File: config.mk
export PLATFORM = sky130hd
export DESIGN_NAME = player_shot
export DESIGN_NICKNAME = d
export VERILOG_FILES = /design/src/rtl/player_shot.sv
export SDC_FILE = /design/constraint.sdc
export NUM_CORES = 1
export LEC_CHECK = 0
export CORE_MARGIN = 3
export CORE_UTILIZATION = 40
export CTS_CLUSTER_SIZE = 24
export DETAILED_ROUTE_END_ITERATION = 16
export PLACE_DENSITY = 0.7
export SETUP_SLACK_MARGIN = 0.05
export SLEW_MARGIN = 30
export SYNTH_ARGS = -nofsm -noshare
export SYNTH_HDL_FRONTEND = slang
export SYNTH_SLANG_ARGS = --single-unit
File: constraint.sdc
create_clock -name clk -period 1.67 [get_ports clk]
set_input_delay 0.167 -clock clk [delete_from_list [all_inputs] [get_ports clk]]
set_output_delay 0.167 -clock clk [all_outputs]
set_load 0.005 [all_outputs]
File: src/rtl/player_shot.sv
// Player laser shot controller: launches one upward shot from the player
// cannon on a fire press, steps it up once per frame, ends it on an invader
// hit or at the top of the playfield, shows an explosion, then holds off
// further shots for a short cooldown.
//
// state     | meaning
// ----------+-----------------------------------------------------------
// IDLE      | no shot; waiting for a latched fire press and a frame tick
// FLIGHT    | shot moving up one step per frame; hit/top checks active
// EXPLODE   | explosion sprite shown at the last shot position
// COOLDOWN  | explosion over; fire presses ignored until it expires
module player_shot #(
    parameter int PLAYER_Y        = 432,
    parameter int PLAYER_W        = 32,
    parameter int SHOT_HEIGHT     = 16,
    parameter int SHOT_STEP       = 8,
    parameter int TOP_Y           = 32,
    parameter int EXPLODE_FRAMES  = 8,
    parameter int COOLDOWN_FRAMES = 4
) (
    input  logic       clk,
    input  logic       rst,
    input  logic       frame,
    input  logic       fire,
    input  logic [9:0] player_x,
    input  logic       invader_hit,
    output logic [9:0] shot_x,
    output logic [9:0] shot_y,
    output logic       shot_active,
    output logic       exploding,
    output logic       hit_pulse,
    output logic       miss_pulse,
    output logic       busy
);

    localparam logic [1:0] ST_IDLE     = 2'd0;
    localparam logic [1:0] ST_FLIGHT   = 2'd1;
    localparam logic [1:0] ST_EXPLODE  = 2'd2;
    localparam logic [1:0] ST_COOLDOWN = 2'd3;

    localparam logic [9:0] HALF_W     = 10'(PLAYER_W / 2);
    localparam logic [9:0] LAUNCH_Y   = 10'(PLAYER_Y - SHOT_HEIGHT);
    localparam logic [9:0] STEP_Y     = 10'(SHOT_STEP);
    localparam logic [9:0] TOP_LIMIT  = 10'(TOP_Y);
    // Below this y another full step would cross the top (or wrap below 0).
    localparam logic [9:0] MISS_LIMIT = 10'(TOP_Y + SHOT_STEP);
    localparam logic [3:0] EXP_LAST   = 4'(EXPLODE_FRAMES - 1);
    localparam logic [3:0] COOL_LAST  = 4'(COOLDOWN_FRAMES - 1);

    logic [1:0] state;
    logic [3:0] cnt;
    logic       fire_d;
    logic       fire_req;
    logic       fire_edge;
    logic       launch;

    assign fire_edge = fire & ~fire_d;
    assign launch    = (state == ST_IDLE) && frame && fire_req;

    // Fire press latch: only a fresh rising edge seen in IDLE arms a launch.
    always_ff @(posedge clk or posedge rst) begin
        if (rst) begin
            fire_d   <= 1'b0;
            fire_req <= 1'b0;
        end else begin
            fire_d <= fire;
            if (state != ST_IDLE) begin
                fire_req <= 1'b0;
            end else if (launch) begin
                fire_req <= 1'b0;
            end else if (fire_edge) begin
                fire_req <= 1'b1;
            end
        end
    end

    // Shot state machine with registered position, flags and pulses.
    always_ff @(posedge clk or posedge rst) begin
        if (rst) begin
            state       <= ST_IDLE;
            cnt         <= 4'd0;
            shot_x      <= 10'd0;
            shot_y      <= 10'd0;
            shot_active <= 1'b0;
            exploding   <= 1'b0;
            hit_pulse   <= 1'b0;
            miss_pulse  <= 1'b0;
            busy        <= 1'b0;
        end else begin
            hit_pulse  <= 1'b0;
            miss_pulse <= 1'b0;
            case (state)
                ST_IDLE: begin
                    if (launch) begin
                        shot_x      <= player_x + HALF_W;
                        shot_y      <= LAUNCH_Y;
                        shot_active <= 1'b1;
                        busy        <= 1'b1;
                        state       <= ST_FLIGHT;
                    end
                end
                ST_FLIGHT: begin
                    // A hit wins over movement so the explosion lands where the hit was seen.
                    if (invader_hit) begin
                        shot_active <= 1'b0;
                        exploding   <= 1'b1;
                        hit_pulse   <= 1'b1;
                        cnt         <= 4'd0;
                        state       <= ST_EXPLODE;
                    end else if (frame) begin
                        if (shot_y < MISS_LIMIT) begin
                            shot_y      <= TOP_LIMIT;
                            shot_active <= 1'b0;
                            exploding   <= 1'b1;
                            miss_pulse  <= 1'b1;
                            cnt         <= 4'd0;
                            state       <= ST_EXPLODE;
                        end else begin
                            shot_y <= shot_y - STEP_Y;
                        end
                    end
                end
                ST_EXPLODE: begin
                    if (frame) begin
                        if (cnt == EXP_LAST) begin
                            exploding <= 1'b0;
                            cnt       <= 4'd0;
                            state     <= ST_COOLDOWN;
                        end else begin
                            cnt <= cnt + 4'd1;
                        end
                    end
                end
                ST_COOLDOWN: begin
                    if (frame) begin
                        if (cnt == COOL_LAST) begin
                            cnt   <= 4'd0;
                            busy  <= 1'b0;
                            state <= ST_IDLE;
                        end else begin
                            cnt <= cnt + 4'd1;
                        end
                    end
                end
                default: begin
                    state <= ST_IDLE;
                    busy  <= 1'b0;
                end
            endcase
        end
    end

endmodule

After elaboration in Yosys (flattened, before gate mapping)

Cells that the tools add are included.

Bitwise logic cells: 2
Reduce and logical (&&, ||, !) cells: 16
Muxes and demuxes: 45
$add $sub $neg: 3
Magnitude comparators: 1
Eq/ne operators: 14

Operators with widths:

| operator                                                    | number |
|---|---|
| two-way mux 10 bit                                          | 4 |
| two-way mux 4 bit                                           | 7 |
| two-way mux 1 bit                                           | 20 |
| case mux 10 bit (2 select lines)                            | 1 |
| two-way mux 2 bit                                           | 8 |
| != test 2 bit, second input constant                        | 7 |
| case mux 4 bit (3 select lines)                             | 1 |
| AND reduction 4 bit                                         | 3 |
| adder 10 x 5 -> 10 bit, second input constant               | 1 |
| less-than comparator 10 x 6 -> 1 bit, second input constant | 1 |
| AND reduction 5 bit                                         | 2 |
| subtractor 10 x 4 -> 10 bit, second input constant          | 1 |
| case mux 2 bit (4 select lines)                             | 1 |
| nonzero test 2 bit                                          | 4 |
| AND reduction 7 bit                                         | 1 |
| != test 3 bit, second input constant                        | 2 |
| case mux 1 bit (2 select lines)                             | 3 |
| nonzero test 3 bit                                          | 2 |
| adder 4 x 1 -> 4 bit, second input constant                 | 1 |
| equality test 2 bit, second input constant                  | 2 |
| equality test 4 x 2 -> 1 bit, second input constant         | 1 |
| equality test 4 x 3 -> 1 bit, second input constant         | 1 |
| equality test 2 x 1 -> 1 bit, second input constant         | 1 |
| logical AND 1 bit                                           | 2 |
| other kinds (4)                                             | 4 |

Register bits: 33
Output and inout port bits: 25
Bits of input ports: 15
Word-level logic and storage cells: 92

Longest topological paths before layout

Gate-level depths: netlist of the first run.

Depth in word-level cells: 5
Mapped depth: 8
Gate-level depth less buffers: 7

Worst setup path after synthesis of the first run

Ideal clock, no wire load.

Path type: register -> register
From: register state[0]
To: register cnt[3]
Data required time: 1.544 ns
Slack: 0.045 ns
Arrival time: 1.500 ns
Library setup time: 0.126 ns
Path buffers: 0
Clock period less this slack: 1.625 ns
Cell stages (with the launch flop): 8
Cells stage by stage: dfrtp_1 > inv_1 > ha_1 > nor2_1 > a21oi_1 > or3_4 > a21oi_2 > o22ai_1

Longest elaborated chain between the ends: 3
Elaborated cells on any way between the ends: 10
Classes of those cells: 7 x eq/ne; 1 x mux; 2 x reduce/logical

RTL lines:

| item                                                                | RTL line | RTL |
|---|---|---|
| start: declaration                                                  | 50       | `logic [1:0] state;` |
| start signal: assignment                                            | 80       | `state <= ST_IDLE;` |
| start signal: assignment                                            | 99       | `state <= ST_FLIGHT;` |
| start signal: assignment                                            | 109      | `state <= ST_EXPLODE;` |
| equality test 2 x 1 -> 1 bit or equality test 2 bit (tied branches) | 92       | `case (state)` |
| != test 3 bit (no source line), or another cell as far along        | -        |  |
| AND reduction 5 bit (no source line)                                | -        |  |
| end signal: assignment                                              | 130      | `cnt <= cnt + 4'd1;` |
| end signal: assignment                                              | 141      | `cnt <= cnt + 4'd1;` |
| end: declaration                                                    | 51       | `logic [3:0] cnt;` |

Parallel ways exist; a longest one is shown, timed or not.
A chain may end at the register's enable or synchronous reset.

Final worst setup path of the first run

From: register shot_y[7]
To: register cnt[3]

Longest elaborated chain between the ends: 3

RTL lines:

| item                                 | RTL line | RTL |
|---|---|---|
| start: declaration                   | 28       | `output logic [9:0] shot_y,` |
| start signal: assignment             | 119      | `shot_y <= shot_y - STEP_Y;` |
| less-than comparator 10 x 6 -> 1 bit | 111      | `if (shot_y < MISS_LIMIT) begin` |
| != test 3 bit (no source line)       | -        |  |
| AND reduction 5 bit (no source line) | -        |  |

No other way between the ends.

==> summary.txt, run 1 <==
Timing
  – Hold Vio Cnt, Final: 0
  – Final worst slack: 27.3 ps
  – Final min period: 1640 ps
  – FMAX: 609 MHz
  – Max-slew violation count: 0
  – Final setup viols: 0
  – RSZ-0062 raised after global routing: true
  – Skew final: 6.14 ps
  – Crit share post-route: 0.984

Setup path
  – Worst path required time: 1840 ps
  – CP arrival: 1810 ps
  – Critical path fanouts, max: 4
  – RR Startpoint: shot_y[7]
  – Crit Path Class: register to register
  – R2R setup slack: 30 ps
  – Worst Setup Start Kind: register
  – R2R Path End: cnt[3]
  – Endpoint type of the worst setup path: register
  – Reg2Reg Depth: 5

Final layout
  – N_diodes: 0
  – NumNets Final: 246
  – Layout area overhead: 50.4%
  – Most frequent cells in the layout: clkdlybuf4s50_1 (36), dfrtp_1 (28), buf_4 (23)
  – Most common cell after layout, fill and taps aside: clkdlybuf4s50_1
  – Layout cells sized above 1: 0.277

Clocking
  – H-Tree Depth: 2
  – Clock slew at reported path FFs: 60 ps
  – Num CTS Buffers: 5
  – Worst-Skew Late Latency: 280 ps
  – Clk root buf: clkbuf_8
  – CTS tree: yes
  – Clk buf depth: 2
  – Clk sinks: 30

Power and ir drop
  – Worst VDD drop: 0.000706 V
  – Lkg Pwr: 1.04 nW
  – Power per cell area: 1570 nW/µm²
  – Overall power: 3.74 mW

Detailed routing
  – Drt first pass iters: 4
  – Via density: 5.14
  – Routed Antenna Nets: 0
  – WL final: 3710 µm
  – Vias: 1398
  – Detailed Route Iter0 Violations: 129
  – Residual DRC: 0
  – Wire per inst: 13.6 µm

Yosys
  – Synthesized flop and latch total: 30
  – YS warnings: 0
  – Netlist cell types: 42
  – Mean Syn Cell Area: 9.96 µm²
  – Seq/Total Area, Yosys: 0.474
  – Synth Flop Type: dfrtp_1
  – Post-synth EDFFs: 0
  – Asr flop ratio synth: 1.00
  – Mapped Area: 1580 µm²
  – Cells after synthesis: 159

Global route
  – GR met3 Demand/Resource: 0.0567
  – Final global-route overflow total: 0
  – Initial antenna violation count: 0
  – Number of global-route vias before repair: 1321
  – Most used routing layer: met2
  – Met2 Use GR: 0.264
  – Global-route wire length before repair: 5830 µm
  – Largest net degree at the start of global routing: 31
  – GR Util All Layers: 0.166
  – Met1 Usage GRT: 0.214

Placed design
  – Hpwl dp: 2700 µm
  – GPL Wtd Cong: 0.850
  – Port bufs: 36
  – Pre-CTS WS: -51.7 ps

Floorplanning
  – Die Span Y: 68.9 µm
  – FP Rows: 22
  – Die X: 68.9 µm
  – # IOs: 40
  – Core Area: 3740 µm²
  – Starting Density: 0.423
  – Die area: 4750 µm²

Job
  – Max Cap Viol: 0

Run status
  – Outcome: finished clean

Hold path
  – Min-delay worst type: primary input to asynchronous set/reset pin
[sequential cells by signal, summed over array words and instances, names as in the netlist]
register / cells
busy: 1
cnt: 4
exploding: 1
fire_d: 1
fire_req: 1
hit_pulse: 1
miss_pulse: 1
shot_active: 1
shot_x: 10
shot_y: 7
state: 2
[repair_timing]
action / CTS / global route
pin swaps: 3 / 8
setup endpoints to repair: 18 / 20
setup buffers: 4 / 2
hold buffers: 0 / 0
endpoints found under the hold margin: 0 / 0
gates resized for setup: 9 / 18
[cells in the mapped netlist (all sizes together) (4+ instances only)]
cell	n	area share
ha	8	0.063
a21oi	11	0.039
o21a	4	0.019
nand2	20	0.047
mux2	5	0.036
dfrtp	30	0.47
nor2	5	0.012
nand3	6	0.019
buf	5	0.021
inv	9	0.021
o21ai	21	0.066
[stage by stage]
step                      cells  hold WS, ps  cell area, µm²   util  TNS, ps
after floorplan             161          198            1590      -        0
after global placement      258          465            2120  0.567        0
after detailed placement    258          481            2120  0.567    -96.1
after CTS                   270          272            2270  0.607        0
after global routing        272          299            2380  0.636    -67.8
final                       272          257            2380  0.636        0
[final cells by class]
type | instances | area [µm²]
Clock buffer | 7 | 86.3
Clock inverter | 1 | 5.00
Fill cell | 300 | 1360
Inverter | 9 | 36.3
Multi-Input combinational cell | 116 | 886
Sequential cell | 30 | 753
Tap cell | 48 | 60.1
Timing Repair Buffer | 61 | 556
[power breakdown]
part | internal, mW | switching, mW | total, mW
sequential | 0.974 | 0.209 | 1.18
clock | 0.332 | 0.260 | 0.591
combinational | 1.08 | 0.887 | 1.97
[kinds of logic after synthesis]
kind of cell	Yosys count	share of synthesized area
buffers and inverters	15	0.0442
muxes	6	0.0419
adders and majority gates	8	0.0632
xor gates and xnor gates	4	0.0221
and+or+nand+nor	49	0.174
AOI/OAI and AO/OA	46	0.179
DFF	30	0.474
other	1	0.00237
[critical path: stages, from the launching register on]
cell	delay, ps
dfrtp_1	410
nor4_4	370
a21oi_4	130
or3_4	410
a21oi_2	130
o22ai_1	80
[worst max-delay path by stage]
stage	startpoint	endpoint	cells after the start
floorplan	state[1]	cnt[3]	8
global placement	state[0]	cnt[3]	7
detailed placement	state[0]	shot_y[5]	6
CTS	shot_y[6]	cnt[3]	5
global route	state[1]	state[0]	8
finish	shot_y[7]	cnt[3]	5
[layer usage]
layer	share of wire	wire, µm	up-vias
met5	0	0	-
met4	0.0078	29	0
met3	0.071	262	4
met2	0.48	1780	50
met1	0.44	1630	665
li1	-	-	679
No activity file was read; power rests on OpenSTA's default activity.
==> inputs of run 2 (changes only) <==
--- a/config.mk
+++ b/config.mk
@@ -7,6 +7,7 @@
 export LEC_CHECK = 0
 export CORE_MARGIN = 3
 export CORE_UTILIZATION = 40
+export CTS_BUF_LIST = sky130_fd_sc_hd__clkbuf_2
 export CTS_CLUSTER_SIZE = 24
 export DETAILED_ROUTE_END_ITERATION = 16
 export PLACE_DENSITY = 0.7
==> summary.txt, run 2 (synthesized netlist as in run 1, its figures left out) <==
Run status
  – Outcome: finished clean (unchanged)

Floorplanning
  – Die X: 68.9 µm (unchanged)
  – Core Area: 3740 µm² (unchanged)
  – Die area: 4750 µm² (unchanged)
  – Starting Density: 0.423 (unchanged)
  – # IOs: 40 (unchanged)
  – FP Rows: 22 (unchanged)
  – Die Span Y: 68.9 µm (unchanged)

Final layout
  – Non-Filler Cell Area, Final: 2370 µm² (was 2380 µm²)
  – Largest register FFs: 10 (unchanged)
  – Final std cells w/o fill: 272 (unchanged)
  – Top reg by flops: shot_x (unchanged)
  – Layout area overhead: 49.9% (was 50.4%)
  – N_diodes: 0 (unchanged)
  – Layout cells sized above 1: 0.317 (was 0.277)
  – Final Util: 0.634 (was 0.636)
  – Most frequent cells in the layout: clkdlybuf4s50_1 (32), dfrtp_1 (26), buf_4 (21) (was clkdlybuf4s50_1 (36), dfrtp_1 (28), buf_4 (23))
  – NumNets Final: 246 (unchanged)
  – Biggest regs: shot_x: 10 flops, shot_y: 7 flops, cnt: 4 flops (unchanged)
  – Most common cell after layout, fill and taps aside: clkdlybuf4s50_1 (unchanged)

Global route
  – Initial antenna violation count: 0 (unchanged)
  – Number of global-route vias before repair: 1325 (was 1321)
  – Largest net degree at the start of global routing: 31 (unchanged)
  – Global-route wire length before repair: 5810 µm (was 5830 µm)
  – GR Util All Layers: 0.166 (about the same)
  – Final global-route overflow total: 0 (unchanged)

Placed design
  – Hpwl dp: 2700 µm (unchanged)
  – GPL Wtd Cong: 0.850 (unchanged)
  – Pre-CTS WS: -51.7 ps (unchanged)
  – # placed instances: 258 (unchanged)
  – Port bufs: 36 (unchanged)
  – Dpl cell area: 2120 µm² (unchanged)

Clocking
  – Worst-Skew Late Latency: 370 ps (was 280 ps)
  – Clock slew at reported path FFs: 170 ps (was 60 ps)
  – Clk buf depth: 2 (unchanged)
  – CTS tree: yes (unchanged)
  – H-Tree Depth: 2 (unchanged)
  – Clk sinks: 30 (unchanged)
  – Clk root buf: clkbuf_2 (was clkbuf_8)
  – CTS Hold Buffers Added: 0 (unchanged)
  – Num CTS Buffers: 5 (unchanged)

Setup path
  – R2R Path End: cnt[3] (unchanged)
  – Crit path cell chain: nor4_4 -> a21oi_4 -> or3_4 -> a21oi_2 -> o22ai_1 (unchanged)
  – R2R setup slack: 10 ps (was 30 ps)
  – Worst setup path startpoint: shot_y[6] (was shot_y[7])
  – CP endpoint: cnt[3] (unchanged)
  – Worst Setup Start Kind: register (unchanged)
  – RR Startpoint: shot_y[6] (was shot_y[7])
  – Endpoint type of the worst setup path: register (unchanged)
  – Reg2Reg Depth: 5 (unchanged)
  – Max stage delay on crit path: 460 ps (was 410 ps)
  – Worst path required time: 1950 ps (was 1840 ps)
  – CP arrival: 1940 ps (was 1810 ps)
  – CP max-delay cell: dfrtp_2 (was dfrtp_1)
  – Crit Path Class: register to register (unchanged)
  – Critical path fanouts, max: 4 (unchanged)

Detailed routing
  – Detailed Route Iter0 Violations: 138 (was 129)
  – Wire per inst: 13.7 µm (was 13.6 µm)
  – Routed Antenna Nets: 0 (unchanged)
  – WL final: 3730 µm (was 3710 µm)
  – Drt first pass iters: 4 (unchanged)
  – Residual DRC: 0 (unchanged)
  – Vias: 1413 (was 1398)
  – Via density: 5.19 (was 5.14)

Timing
  – Final setup viols: 0 (unchanged)
  – FMAX: 603 MHz (was 609 MHz)
  – Final min period: 1660 ps (was 1640 ps)
  – Hold Vio Cnt, Final: 0 (unchanged)
  – Max-slew violation count: 0 (unchanged)
  – Final worst slack: 11.8 ps (was 27.3 ps)
  – Skew final: 29.1 ps (was 6.14 ps)
  – Crit share post-route: 0.993 (was 0.984)
  – RSZ-0062 raised after global routing: true (unchanged)

Power and ir drop
  – Lkg Pwr: 1.05 nW (was 1.04 nW)
  – Worst VDD drop: 0.000650 V (was 0.000706 V)
  – Power per cell area: 1480 nW/µm² (was 1570 nW/µm²)

Hold path
  – Min-delay worst type: primary input to asynchronous set/reset pin (unchanged)

Job
  – Max Cap Viol: 0 (unchanged)
## run 2: cell types whose count changed in the layout (fill, tap and decap cells not counted), sizes merged
| cell | previous run | this run |
|---|---|---|
| dlymetal6s2s | 0 | 4 |
| clkinv | 1 | 2 |
| clkdlybuf4s50 | 36 | 32 |
| clkbuf | 7 | 6 |
## run 2: power breakdown
part           internal [mW]  total (mW)  switching (mW)
clock network          0.103       0.348           0.245
logic                   1.09        1.99           0.898
registers              0.974        1.18           0.209
total                   2.17        3.52            1.35
## run 2: repair_timing
item | CTS | global route
gates cloned | 0 | 0
endpoints found under the setup margin | 20 | 20
gates resized for setup | 13 | 34
buffers inserted | 6 | 0
endpoints found under the hold margin | 0 | 0
pin swaps | 3 | 8
## run 2: stage by stage
stage / power, mW / hold WS (ps) / TNS [ps]
CTS: 3.25 / 146 / 0
global route: 3.81 / 127 / -79.1
global placement: 2.75 / 465 / 0
finish: 3.52 / 134 / 0
detailed placement: 2.80 / 481 / -96.1
floorplan: 1.99 / 198 / 0
## run 2: critical path, delay by kind of cell (launching register included)
family / cells / cell delay [ps]
and+or+nand+nor: 2 / 780
AOI/OAI and AO/OA: 3 / 360
DFF: 1 / 460
## run 2: worst min-delay path by stage
stage,slack (ps),endpoint,cells past startpoint,startpoint
final,130,cnt[3],3,rst
after global routing,130,cnt[3],3,rst
after CTS,150,cnt[3],3,rst
after detailed placement,480,busy,2,busy
after global placement,460,shot_x[9],2,shot_x[9]
after floorplan,200,fire_d,0,fire
## run 2: layer usage
| metal | part of all wire | vias to the layer above | track usage |
|---|---|---|---|
| li1 | - | 681 | - |
| met1 | 0.42 | 666 | 0.210 |
| met2 | 0.48 | 60 | 0.262 |
| met3 | 0.082 | 6 | 0.0648 |
| met4 | 0.014 | 0 | 0.0487 |
| met5 | 0 | - | 0 |
## run 2: cell type report
| type | instances | area, µm² |
|---|---|---|
| Clock buffer | 6 | 30.0 |
| Timing Repair Buffer | 61 | 573 |
| Sequential cell | 30 | 756 |
| Multi-Input combinational cell | 116 | 911 |
| Fill cell | 308 | 1370 |
| Clock inverter | 2 | 8.76 |
| Tap cell | 48 | 60.1 |
| Inverter | 9 | 36.3 |
